<file path="src/rtl/keypad_emulator.sv">
// keypad_emulator
//   Responder side of a 4x4 matrix-keypad scan interface. It stands in for a
//   physical keypad between a scanner's column strobes and its row inputs. A
//   key press is requested over a valid/ready handshake. While the contact is
//   closed, the latched key's row line follows the latched column strobe with
//   no register stage. Contact bounce can optionally be injected on press and
//   on release.
//
// Ports
//   clk        in   1  system clock, rising edge
//   rst        in   1  synchronous reset, active-high
//   key_valid  in   1  press request
//   key_ready  out  1  request accepted when high (IDLE and not in reset)
//   key_code   in   4  key to press: row = key_code[3:2], col = key_code[1:0]
//   key_bounce in   1  1 = inject bounce on press and release
//   col_in     in   4  column strobes from scanner, active-low
//   row_out    out  4  row sense lines, active-low, idle 4'hF
//   busy       out  1  high whenever a press sequence is in progress
//   pressed    out  1  registered contact state (1 = closed)
module keypad_emulator #(
  parameter int HOLD_CYCLES    = 2000,
  parameter int BOUNCE_CYCLES  = 64,
  parameter int BOUNCE_TOGGLES = 4,
  parameter int CNT_W          = 16
) (
  input  logic       clk,
  input  logic       rst,
  input  logic       key_valid,
  output logic       key_ready,
  input  logic [3:0] key_code,
  input  logic       key_bounce,
  input  logic [3:0] col_in,
  output logic [3:0] row_out,
  output logic       busy,
  output logic       pressed
);

  localparam int HALVES = 2 * BOUNCE_TOGGLES;
  localparam int HP_W   = (HALVES > 2) ? $clog2(HALVES) : 1;

  // Counters run down from period-1 to 0, so every phase lasts exactly period cycles.
  localparam logic [CNT_W-1:0] HOLD_LOAD = CNT_W'(HOLD_CYCLES - 1);
  localparam logic [CNT_W-1:0] BNC_LOAD  = CNT_W'(BOUNCE_CYCLES - 1);
  localparam logic [CNT_W-1:0] CNT_ZERO  = CNT_W'(0);
  localparam logic [CNT_W-1:0] CNT_ONE   = CNT_W'(1);
  localparam logic [HP_W-1:0]  HP_LAST   = HP_W'(HALVES - 1);
  localparam logic [HP_W-1:0]  HP_ZERO   = HP_W'(0);
  localparam logic [HP_W-1:0]  HP_ONE    = HP_W'(1);

  typedef enum logic [2:0] {
    IDLE      = 3'd0,
    BNC_PRESS = 3'd1,
    HOLD      = 3'd2,
    BNC_REL   = 3'd3,
    GAP       = 3'd4
  } state_t;

  state_t           state_r,   state_s;
  logic [CNT_W-1:0] cnt_r,     cnt_s;
  logic [HP_W-1:0]  half_r,    half_s;
  logic             pressed_r, pressed_s;
  logic [3:0]       code_r,    code_s;
  logic             bounce_r,  bounce_s;

  // State, counters, contact and latched request registers with synchronous reset.
  always_ff @(posedge clk) begin
    if (rst) begin
      state_r   <= IDLE;
      cnt_r     <= CNT_ZERO;
      half_r    <= HP_ZERO;
      pressed_r <= 1'b0;
      code_r    <= 4'h0;
      bounce_r  <= 1'b0;
    end else begin
      state_r   <= state_s;
      cnt_r     <= cnt_s;
      half_r    <= half_s;
      pressed_r <= pressed_s;
      code_r    <= code_s;
      bounce_r  <= bounce_s;
    end
  end

  // Next-state logic; the contact value for the coming phase is set on the edge that enters it.
  always_comb begin
    state_s   = state_r;
    cnt_s     = cnt_r;
    half_s    = half_r;
    pressed_s = pressed_r;
    code_s    = code_r;
    bounce_s  = bounce_r;
    case (state_r)
      IDLE: begin
        pressed_s = 1'b0;
        if (key_valid) begin
          code_s    = key_code;
          bounce_s  = key_bounce;
          // Both the bounce pattern and the plain hold start with the contact closed.
          pressed_s = 1'b1;
          half_s    = HP_ZERO;
          if (key_bounce) begin
            state_s = BNC_PRESS;
            cnt_s   = BNC_LOAD;
          end else begin
            state_s = HOLD;
            cnt_s   = HOLD_LOAD;
          end
        end else begin
          state_s = IDLE;
        end
      end
      BNC_PRESS: begin
        if (cnt_r == CNT_ZERO) begin
          if (half_r == HP_LAST) begin
            state_s   = HOLD;
            cnt_s     = HOLD_LOAD;
            pressed_s = 1'b1;
          end else begin
            half_s    = half_r + HP_ONE;
            cnt_s     = BNC_LOAD;
            pressed_s = ~pressed_r;
          end
        end else begin
          cnt_s = cnt_r - CNT_ONE;
        end
      end
      HOLD: begin
        if (cnt_r == CNT_ZERO) begin
          // Release bounce starts open, so the contact opens on this edge either way.
          pressed_s = 1'b0;
          half_s    = HP_ZERO;
          if (bounce_r) begin
            state_s = BNC_REL;
            cnt_s   = BNC_LOAD;
          end else begin
            state_s = GAP;
            cnt_s   = HOLD_LOAD;
          end
        end else begin
          cnt_s = cnt_r - CNT_ONE;
        end
      end
      BNC_REL: begin
        if (cnt_r == CNT_ZERO) begin
          if (half_r == HP_LAST) begin
            state_s   = GAP;
            cnt_s     = HOLD_LOAD;
            pressed_s = 1'b0;
          end else begin
            half_s    = half_r + HP_ONE;
            cnt_s     = BNC_LOAD;
            pressed_s = ~pressed_r;
          end
        end else begin
          cnt_s = cnt_r - CNT_ONE;
        end
      end
      GAP: begin
        pressed_s = 1'b0;
        if (cnt_r == CNT_ZERO) begin
          state_s = IDLE;
        end else begin
          cnt_s = cnt_r - CNT_ONE;
        end
      end
      default: begin
        state_s   = IDLE;
        cnt_s     = CNT_ZERO;
        half_s    = HP_ZERO;
        pressed_s = 1'b0;
      end
    endcase
  end

  // Row sense: zero-latency path from the column strobes, gated by the registered contact.
  always_comb begin
    row_out = 4'hF;
    if (pressed_r && (col_in[code_r[1:0]] == 1'b0)) begin
      row_out[code_r[3:2]] = 1'b0;
    end else begin
      row_out = 4'hF;
    end
  end

  assign pressed   = pressed_r;
  assign busy      = (state_r != IDLE);
  assign key_ready = (state_r == IDLE) && !rst;

endmodule

</file>
<file path="config.mk">
export PLATFORM = sky130hd
export DESIGN_NAME = keypad_emulator
export DESIGN_NICKNAME = d
export VERILOG_FILES = /design/src/rtl/keypad_emulator.sv
export SDC_FILE = /design/constraint.sdc
export NUM_CORES = 1
export LEC_CHECK = 0
export CORE_ASPECT_RATIO = 1.4
export CORE_MARGIN = 2
export CORE_UTILIZATION = 40
export CTS_BUF_LIST = sky130_fd_sc_hd__clkbuf_4 sky130_fd_sc_hd__clkbuf_8 sky130_fd_sc_hd__clkbuf_16
export DETAILED_ROUTE_END_ITERATION = 12
export PLACE_DENSITY = 0.61
export SYNTH_ARGS = -nofsm -noshare
export SYNTH_HDL_FRONTEND = slang
export SYNTH_SLANG_ARGS = --single-unit
</file>
<file path="constraint.sdc">
create_clock -name clk -period 2.55 [get_ports clk]
set_input_delay 0.51 -clock clk [delete_from_list [all_inputs] [get_ports clk]]
set_output_delay 0.51 -clock clk [all_outputs]
set_load 0.01 [all_outputs]
</file>
==> impl_metrics.yaml <==
status:
  status: "completed"
worst_setup_path:
  reg2reg_setup_slack_ns: 0.44
  reg2reg_from: "cnt_r[11]"
  worstSetupPathType: "input pin to output port"
  critPathLaunchType: "input pin"
  worstPathRequired_ns: 2.04
  worstPathArrival_ns: 1.95
  r2r_end: "cnt_r[6]"
  endpoint_kind: "output port"
  r2r_cells: 6
  crit_fanout: 2
floorplanning:
  die_h_um: 85.53
  design.core.area_um2: 4536
  pin_count: 19
  start_util_pct: 41.88
  fp-row-count: 29
  dieArea_um2: 5323
  die_x_um: 62.24
clocking:
  cts_root_buffer: "clkbuf_8"
  clk_pin_slew_ns: 0.11
  numCtsBuffers: 3
  cts.path.max_buffers: 2
  htreeDepth: 1
  cts_tree: "done"
  cts.sinks: 28
  clk_latency_ns: 0.28
routing:
  routed_wl_um: 5111
  antenna_left: 0
  first_pass_iters: 4
  via_per_inst: 5.721
  num_vias: 1928
  routedWlPerCell_um: 15.17
  drc: 0
  drt_iter0_drc: 56
power_and_ir_drop:
  ir_worst_vdd_v: 0.0004594
  pwr-share-comb_pct: 49.5
  p_sw_share_pct: 41.37
  power_density_nw_per_um2: 795.8
  p_sw_uw: 747.9
  sequentialPowerShare_pct: 34.4
  internal_power_mw: 1.060
  p_leak_nw: 0.8884
  clockPowerShare_pct: 16.1
place:
  gp_congestion: 0.8497
  hpwl_um: 3863
  place_inst: 333
  port_buffers: 18
finish:
  final_layout_size_suffix_gt1_share_pct: 13.09
  antenna_cells: 0
  nNetsFinal: 291
  fin_cells: 337
  area_delta_synth_final_pct: 19.63
  utilization_pct: 50.10
  fillerInstances: 471
synthesis:
  syn_area_um2: 1899
  synth-async-reset-ratio_pct: 0
  postSynthCellCount: 249
  synth-seq-area-share_pct: 29.51
  ys_types: 54
  synth-main-ff-cell: "dfxtp_1"
  synth_edf_count: 0
  ys_ff_latch: 28
  yosys_warnings: 0
  synth_nets: 264
  syn_avg_cell_area_um2: 7.628
sta:
  finalHoldViolations: 0
  skew_ns: 0.01091
  relSlewSlack_pct: 65.67
  setup_viol: 0
  final_max_slew_viol_count: 0
  tns_ns: 0
  period_needed_ns: 2.462
  rsz0062_at_grt: "no"
  whs_ns: 0.5189
  tightest_slew_ns: 0.5103
  fmax_mhz: 406.2
  fin_crit_sh_pct: 96.54
global_route:
  grt-ovfl-total: 0
  grt_pass1_wl_um: 8852
  grtUsageTotal_pct: 20.39
  grt_max_degree: 29
  antenna_found_initial: 0
  grt_pass1_vias: 1925
hold_path:
  worstHoldEndpoint: "half_r[2]"
  holdCritStartpoint: "half_r[2]"
  hp-class: "register to register"
  holdPathStages: 2
flow_run:
  cap_violations: 0
[final cells by class]
class,count,area (um^2),share of cell area [%]
Clock buffer,4,55.05,2.423
Inverter,7,26.28,1.156
Multi-Input combinational cell,200,1257,55.34
Sequential cell,28,560.5,24.67
Tap cell,62,77.57,3.414
Timing Repair Buffer,36,295.3,13.00
[registers in the layout, summed over array words and instances, names as in the netlist]
register / flops
cnt_r: 16
pressed: 1
bounce_r: 1
state_r: 3
code_r: 4
half_r: 3
[critical path, cell delays in order]
cell and delay (ns):
clkdlybuf4s50_1 0.39, mux4_2 0.46, nand2b_4 0.15, or3_1 0.29, buf_2 0.14
[layer usage]
layer / wire (um) / vias up / share of wire, % / track usage [%]
met1: 2254 / 898 / 44 / 23.58
met4: 150 / 0 / 2.9 / 9.495
met2: 2573 / 43 / 50 / 37.85
li1: - / 975 / - / -
met3: 132 / 12 / 2.6 / 1.969
met5: 0 / - / 0 / 0
[worst max-delay path by stage]
stage,start,to,depth (start not counted)
finish,col_in[3],row_out[0],5
global route,col_in[3],row_out[3],7
CTS,col_in[3],row_out[2],7
detailed placement,col_in[3],row_out[0],5
global placement,col_in[3],row_out[0],5
floorplan,col_in[3],row_out[0],3
[per-stage QoR]
step	power, mW	cell area (um^2)	worst slack (ns)
final	1.808	2272	0.08810
after global routing	1.945	2272	0.01177
after CTS	1.809	2287	0.01305
after detailed placement	1.520	2230	-0.2832
after global placement	1.516	2230	-0.2573
after floorplan	1.236	1899	0.5567
[power groups by stage]
stage | registers [mW] | clock network, mW | logic (mW)
3_3_place_gp | 0.631 | 0 | 0.885
4_1_cts | 0.622 | 0.294 | 0.893
5_1_grt | 0.635 | 0.313 | 0.997
2_1_floorplan | 0.600 | 0 | 0.636
3_5_place_dp | 0.630 | 0 | 0.890
6_report | 0.622 | 0.291 | 0.896
[cells by family (layout without fill, tap and decap cells)]
kind of cell	Yosys count	after routing	share of synthesized area (%)
fa+ha+maj	3	3	1.976
flops	28	28	29.51
compound gates	73	73	25.17
mux	9	9	5.402
xor+xnor	6	6	2.767
simple gates	109	109	30.50
buf+inv	21	47	4.677
[cells in the mapped netlist (3+ instances only)]
cell type / count / area (um^2)
nor2_1: 37 / 138.9
dfxtp_1: 28 / 560.5
a21oi_1: 23 / 115.1
nand2_1: 20 / 75.07
o21ai_0: 12 / 60.06
clkbuf_1: 11 / 41.29
nor3_1: 9 / 45.04
mux2i_1: 8 / 80.08
inv_1: 7 / 26.28
nand3_1: 7 / 35.03
nand2b_1: 6 / 37.54
a311oi_1: 5 / 43.79
nor4_1: 5 / 31.28
o21ai_1: 5 / 25.02
xnor2_1: 4 / 35.03
a211oi_1: 3 / 22.52
a2bb2oi_1: 3 / 26.28
and3_1: 3 / 18.77
ha_1: 3 / 37.54
nand4_1: 3 / 18.77
nand4b_1: 3 / 26.28
or3_1: 3 / 18.77
[layout by cell type, fill, tap and decap left out, drive strengths merged, types with 2 or more instances in the layout]
cell and instances:
a221o 2, a311oi 5, nand2 20, inv 7, ha 3, nand2b 6, o22ai 2, nor3b 2
or4 2, a22o 2, a211o 2, nor3 9, xnor2 4, nand3 7, dfxtp 28, or2 2
nand4 3, buf 19, a2bb2oi 3, and3 3, o21ai 17, o21a 2, nand4b 3, nor4 7
clkdlybuf4s50 14, mux2i 8, clkbuf 7, a21oi 25, nor2 37, xor2 2, a211oi 3, or3 4
o211ai 2
[timing repair]
action	in CTS	in global routing
endpoints found under the setup margin	4	3
hold buffers	0	0
buffers inserted	0	0
gates resized for setup	11	3
No activity file was read; power rests on OpenSTA's default activity.
